[config.mk]
export PLATFORM = sky130hd
export DESIGN_NAME = pipeline_sequencer
export DESIGN_NICKNAME = d
export VERILOG_FILES = /design/src/rtl/pipeline_sequencer.sv
export SDC_FILE = /design/constraint.sdc
export NUM_CORES = 1
export LEC_CHECK = 0
export CAP_MARGIN = 20
export CORE_MARGIN = 2
export CORE_UTILIZATION = 49
export CTS_CLUSTER_DIAMETER = 60
export CTS_CLUSTER_SIZE = 16
export DETAILED_ROUTE_END_ITERATION = 16
export GPL_TIMING_DRIVEN = 0
export PLACE_DENSITY_LB_ADDON = 0.05
export SLEW_MARGIN = 5
export SYNTH_ARGS = -nofsm -noshare
export SYNTH_HDL_FRONTEND = slang
export SYNTH_SLANG_ARGS = --single-unit
export TNS_END_PERCENT = 10
[constraint.sdc]
create_clock -name i_clock -period 2.4 [get_ports i_clock]
set_input_delay 0.36 -clock i_clock [delete_from_list [all_inputs] [get_ports i_clock]]
set_output_delay 0.36 -clock i_clock [all_outputs]
set_load 0.03 [all_outputs]
[src/rtl/pipeline_sequencer.sv]
// Pipeline hazard/halt sequencer: load-use stall, branch flush, halt drain and cycle counter.
// Optional single-step debug support is compiled in with `define DEBUG_STEP_EN.
module pipeline_sequencer #(
  parameter int unsigned N_BITS_REG   = 5,
  parameter int unsigned DRAIN_CYCLES = 4,
  parameter int unsigned N_BITS_CNT   = 32
) (
  input  logic                  i_clock,
  input  logic                  i_reset,
  input  logic                  i_mem_read_idex,
  input  logic [N_BITS_REG-1:0] i_rt_idex,
  input  logic [N_BITS_REG-1:0] i_rs_ifid,
  input  logic [N_BITS_REG-1:0] i_rt_ifid,
  input  logic                  i_branch_taken,
  input  logic                  i_halt_id,
  input  logic                  i_debug_mode,
  input  logic                  i_step,
  output logic                  o_pc_write,
  output logic                  o_ifid_write,
  output logic                  o_idex_bubble,
  output logic                  o_ifid_flush,
  output logic                  o_pipe_enable,
  output logic                  o_halted,
  output logic [2:0]            o_state,
  output logic [N_BITS_CNT-1:0] o_cycle_count
);

  localparam int unsigned DrainW = (DRAIN_CYCLES > 1) ? $clog2(DRAIN_CYCLES) : 1;
  localparam logic [DrainW-1:0] DrainLoad = DrainW'(DRAIN_CYCLES - 1);

  typedef enum logic [2:0] {
    StRun      = 3'd0,
    StWaitStep = 3'd1,
    StStep     = 3'd2,
    StDrain    = 3'd3,
    StHalted   = 3'd4
  } state_e;

  state_e                  state_q, state_d;
  logic [DrainW-1:0]       drain_q, drain_d;
  logic [N_BITS_CNT-1:0]   count_q;

  logic load_use;
  logic halt_accept;
  logic pc_write, ifid_write, idex_bubble, ifid_flush, pipe_enable, halted;

`ifdef DEBUG_STEP_EN
  logic step_q;
  logic step_rise;

  assign step_rise = i_step && !step_q;

  always_ff @(posedge i_clock or posedge i_reset) begin
    if (i_reset) begin
      step_q <= 1'b0;
    end else begin
      step_q <= i_step;
    end
  end
`else
  // Debug inputs have no effect in this build.
  logic unused_dbg;
  assign unused_dbg = i_debug_mode ^ i_step;
`endif

  assign load_use = i_mem_read_idex && (i_rt_idex != '0) &&
                    ((i_rt_idex == i_rs_ifid) || (i_rt_idex == i_rt_ifid));
  assign halt_accept = i_halt_id && !load_use;

  always_comb begin
    state_d     = state_q;
    drain_d     = drain_q;
    pc_write    = 1'b0;
    ifid_write  = 1'b0;
    idex_bubble = 1'b0;
    ifid_flush  = 1'b0;
    pipe_enable = 1'b0;
    halted      = 1'b0;

    case (state_q)
      StRun, StStep: begin
        pipe_enable = 1'b1;
        if (load_use) begin
          idex_bubble = 1'b1;
        end else begin
          pc_write   = 1'b1;
          ifid_write = 1'b1;
          ifid_flush = i_branch_taken;
        end

        if (halt_accept) begin
          state_d = StDrain;
          drain_d = DrainLoad;
        end else begin
          state_d = StRun;
`ifdef DEBUG_STEP_EN
          if (i_debug_mode) begin
            state_d = StWaitStep;
          end
`endif
        end
      end

`ifdef DEBUG_STEP_EN
      StWaitStep: begin
        if (!i_debug_mode) begin
          state_d = StRun;
        end else if (step_rise) begin
          state_d = StStep;
        end
      end
`endif

      StDrain: begin
        pipe_enable = 1'b1;
        idex_bubble = 1'b1;
        if (drain_q == '0) begin
          state_d = StHalted;
        end else begin
          drain_d = drain_q - 1'b1;
        end
      end

      StHalted: begin
        halted = 1'b1;
      end

      default: begin
        state_d = StRun;
      end
    endcase
  end

  always_ff @(posedge i_clock or posedge i_reset) begin
    if (i_reset) begin
      state_q <= StRun;
      drain_q <= '0;
      count_q <= '0;
    end else begin
      state_q <= state_d;
      drain_q <= drain_d;
      if (pipe_enable) begin
        count_q <= count_q + 1'b1;
      end
    end
  end

  // Control outputs are forced inactive for as long as reset is held.
  assign o_pc_write    = pc_write    && !i_reset;
  assign o_ifid_write  = ifid_write  && !i_reset;
  assign o_idex_bubble = idex_bubble && !i_reset;
  assign o_ifid_flush  = ifid_flush  && !i_reset;
  assign o_pipe_enable = pipe_enable && !i_reset;
  assign o_halted      = halted      && !i_reset;
  assign o_state       = state_q;
  assign o_cycle_count = count_q;

endmodule

; ---- Word level (Yosys, flattened, before mapping)
; Index checks and enable logic that the tools add are counted.
; Widths: inputs -> output; s select.
[word_totals]
ff_bits = 37
word_cells = 47
out_inout_bits = 41
input_bits = 22
[classes]
eq_ne = 8
n_bitwise = 1
n_reduce_logical = 19
n_addsub = 2
mux = 14
[ops]
columns = operator, n
row1 = $add 32x1->32 const B, 1
row2 = $eq 5x5->1, 2
row3 = $pmux 3 s3, 1
row4 = $logic_and 1x1->1, 8
row5 = $mux 1, 7
row6 = $eq 3x2->1 const B, 2
row7 = $mux 2, 3
row8 = $ne 2x2->1 const B, 3
row9 = $reduce_bool 5->1, 1
row10 = $pmux 2 s2, 1
row11 = $eq 3x3->1 const B, 1
row12 = $logic_not 3->1, 1
row13 = $mux 3, 1
row14 = $reduce_and 3->1, 1
row15 = $reduce_or 3->1, 1
row16 = $logic_not 1->1, 2
row17 = $logic_not 2->1, 1
row18 = $pmux 1 s2, 1
row19 = $reduce_and 2->1, 1
row20 = $reduce_bool 2->1, 1
row21 = $reduce_or 2->1, 1
row22 = $sub 2x1->2 const B, 1
row23 = $logic_or 1x1->1, 1
row24 = $not 1->1, 1

; ---- Logic depth before layout (Yosys ltp)
[depth]
depth_word = 7
mapped_depth = 7
depth_no_buf = 7

; ---- Least setup slack after synthesis
; No wires, ideal clock.
[synth_path]
path_kind = input port to output port
startpoint = input port i_rt_idex[1]
endpoint = output port o_pc_write
required_ns = 2.040
cell_stages = 5
slack_ns = -0.405
path_buffers = 1
arrival_ns = 2.445
cell_sequence = or4_1 -> o21ai_1 -> nor2_1 -> nor4_1 -> buf_4
[synth_via]
elab_chain_len = 6
word_cells_on_any_way = 9
cone_classes = 2 x eq/ne / 2 x mux / 5 x reduce/logical
[synth_rtl]
columns = element, line
row1 = "start, declared", 11  ; input logic [N_BITS_REG-1:0] i_rt_idex,
row2 = $eq 5x5->1 or $reduce_bool 5->1 (tied branches), "67, 66"
row3 = $logic_or 1x1->1 or $logic_and 1x1->1 (tied branches), "67, 66"
row4 = $logic_and 1x1->1 *, 66  ; assign load_use = i_mem_read_idex && (i_rt_idex != '0) &&
row5 = $mux 1 * (2 in a row), -
row6 = $logic_and 1x1->1 *, -
row7 = "end, declared", 18  ; output logic o_pc_write,
; Mark *: on every way between the ends. The rest lies on a longest branch, timed or not.

; ---- Final worst setup path
[layout_path]
startpoint = input port i_rt_idex[4]
endpoint = output port o_ifid_flush
[layout_via]
elab_chain_len = 6
word_cells_on_any_way = 9
cone_classes = 2 x eq/ne / 2 x mux / 5 x reduce/logical
[layout_rtl]
columns = element, line
row1 = $eq 5x5->1 or $reduce_bool 5->1 (tied branches), "67, 66"
row2 = $logic_or 1x1->1 or $logic_and 1x1->1 (tied branches), "67, 66"
row3 = $logic_and 1x1->1 *, 66
row4 = $mux 1 *, 83  ; if (load_use) begin
row5 = $mux 1 *, 80  ; case (state_q)
row6 = $logic_and 1x1->1 *, 152  ; assign o_ifid_flush = ifid_flush && !i_reset;
row7 = "end, declared", 21  ; output logic o_ifid_flush,
; Marks and branches as above.

==> results.cfg <==
[timing]
period_share_pct = 98.53
slew_viol_final = 0
finalSetupViolations = 0
fin_skew_ns = 0.009998
max_freq_mhz = 422.9
maxSlewHeadroom_pct = 42.65
tightest_slew_ns = 0.8593
rsz0062_at_grt = yes
hold_viol = 0
min_period_ns = 2.365
timing.hold.ws_ns = 0.4715

[grt]
grt_pass1_vias = 1481
grt_pass1_wl_um = 6568
grt_use_total_pct = 19.50
antenna_found_initial = 0
gr-total-overflow = 0
grt_max_degree = 21

[critical_path]
critical_path.cell_chain = clkdlybuf4s50_1, or4_4, o21ai_2, nor2_2, nor3_1, clkdlybuf4s15_2
end_kind = primary output
required_ns = 2.04
path_class = in2out
start_kind = input pin
rr_endpoint = o_cycle_count[27]
cp_slowest_stage_delay_ns = 0.46
reg2regPathDepth = 5
worstPathArrival_ns = 2.00
cp_slowest_cell = clkdlybuf4s50_1
worst-path-max-fanout = 3
r2r_slack_ns = 0.74
r2r-start = o_state[2]

[clock_network]
clock_latency_ns = 0.29
cts_buffer_depth = 2
cts_tree = built
clock-root-buffer = clkbuf_8
cts_hold_buf = 0
numCtsBuffers = 5
cts-htree-levels = 2
cts_sinks = 36
clk_pin_slew_ns = 0.07

[final_layout]
design_area_um2 = 2734
area_growth_pct = 43.00
layout_common_cells = clkdlybuf4s50_1, dfrtp_1, xor2_1, xnor2_1, nor2_1
finalNetCount = 272
drive_gt1_share_pct = 16.06
diodes = 0
fill_cells = 288
regArea_um2 = 900.9
multi_input_area_um2 = 977.2
final_common_cell = clkdlybuf4s50_1

[die]
ios = 63
rows = 22
start_util_pct = 51.45
core_region_area_um2 = 3716
die_w_um = 66.47
die_h_um = 66.47
die-area_um2 = 4418

[hold_path]
worstHoldStart = o_cycle_count[31]
min_path_type = reg2reg
whs_endpoint = o_cycle_count[31]
whs_path_depth = 1

[placed_design]
gp_congestion = 0.7171
port_buffers = 60
place_area_um2 = 2606
dpl.hpwl_um = 3002

[yosys]
synth_area_per_cell_um2 = 10.68
ys_seq_elements = 36
syn-instance-count = 179
yosysTopAreaCellShare_pct = 47.12
synth_area_leaders = dfrtp_1, xor2_1, xnor2_1
synthDistinctLibCells = 40
syn_nets = 203
synth_area_um2 = 1912
ys.warnings.count = 0
synth_top_area_cell = dfrtp_1
ys_seq_area_share_pct = 47.12

[power_and_ir_drop]
power_density_nw_per_um2 = 440.4
p_leak_nw = 1.171
peakVddDrop_mv = 0.3071
report.power.total_mw = 1.204

[drt]
wl_met1_um = 1701
routedWlPerCell_um = 13.23
via_count = 1520
routed_wl_um = 3929
wl_met3_um = 282
drt-initial-drc-count = 52
routed-wl-met2_um = 1870
highest_layer = met4
viasPerCell = 5.118
drt-pass1-iter-count = 4
drc = 0
drtAntennaViolNets = 0

[run]
cap_violations = 0

[outcome]
status = complete, no violations
-- state kept, by name, indices dropped and copies added, names as in the netlist --
name           flops
o_cycle_count     32
drain_q            2
o_state            2
-- cell type report --
type                       count  area share (%)
multi-input combinational    129           35.74
sequential                    36           32.95
timing repair buffer          62           22.93
clock buffer                   6           2.654
tap                           48           2.197
inverter                      10           1.373
clock inverter                 2           1.281
buffer                         4          0.8696
-- report_power, final --
group	leakage (nW)	total, mW	internal (mW)	switching [mW]
clock network	0.0552	0.515	0.308	0.207
registers	0.493	0.606	0.606	0
logic	0.624	0.0827	0.0440	0.0387
total	1.17	1.20	0.959	0.246
-- worst max-delay path, delay by kind of cell --
kind / cells / cell delay (ns)
buffers and inverters: 2 / 0.78
and+or+nand+nor: 3 / 0.68
AOI/OAI and AO/OA: 1 / 0.19
-- per-layer routing --
layer,track usage (%),up-vias
li1,-,737
met1,25.14,714
met2,30.88,59
met3,6.926,10
met4,5.612,0
met5,0,-
-- metrics by stage --
step                      instances  worst slack (ns)  TNS [ns]  utilization, %
after floorplan                 179          -0.02275  -0.02275               -
after global placement          287           -0.6527    -2.179           69.39
after detailed placement        288           -0.6674    -2.234           70.13
after CTS                       297          -0.04804  -0.04963           73.23
after global routing            297          -0.08756   -0.1993           73.57
final                           297           0.03536         0           73.57
-- kinds of logic (layout without fill, tap and decap cells) --
logic type      Yosys count  after routing  share of synthesized area (%)
buf+inv                  14             84                          3.141
simple gates             74             74                          25.13
xor+xnor                 41             41                          18.78
mux                       1              1                         0.5890
flops                    36             36                          47.12
fa+ha+maj                 2              2                          1.309
compound gates           11             11                          3.927
-- worst max path at each step --
stage	start	to	slack, ns	depth (start not counted)
3_5_place_dp	i_rt_idex[1]	o_pc_write	-0.67	7
3_3_place_gp	i_rt_idex[1]	o_pc_write	-0.65	7
5_1_grt	i_rt_idex[0]	o_ifid_flush	-0.09	7
4_1_cts	i_rt_idex[0]	o_pc_write	-0.05	8
2_1_floorplan	o_state[2]	o_ifid_flush	-0.02	4
6_report	i_rt_idex[4]	o_ifid_flush	0.04	6
-- repair_timing --
item | 4_1_cts | 5_1_grt
gates cloned | 0 | 0
hold endpoints to repair | 0 | 0
setup buffers | 1 | 0
resized for setup | 25 | 3
pin swaps | 2 | 1
setup endpoints to repair | 5 | 4
-- cells in the mapped netlist, drive strengths merged --
cell / count
or4: 1
ha: 2
inv: 10
nand3b: 1
and3: 1
xor2: 22
nor4: 2
mux2: 1
nor4b: 1
nand4: 7
a21oi: 1
and4: 1
or3: 1
nand3: 10
nor3: 12
o21a: 1
xnor2: 19
clkbuf: 1
and3b: 1
and2: 1
a221oi: 1
nand2b: 3
nand4b: 1
a22oi: 1
nand2: 12
a211oi: 1
dfrtp: 36
nor2: 19
o211ai: 1
o21ai: 5
buf: 3
Power figures use the tool's default switching activity.
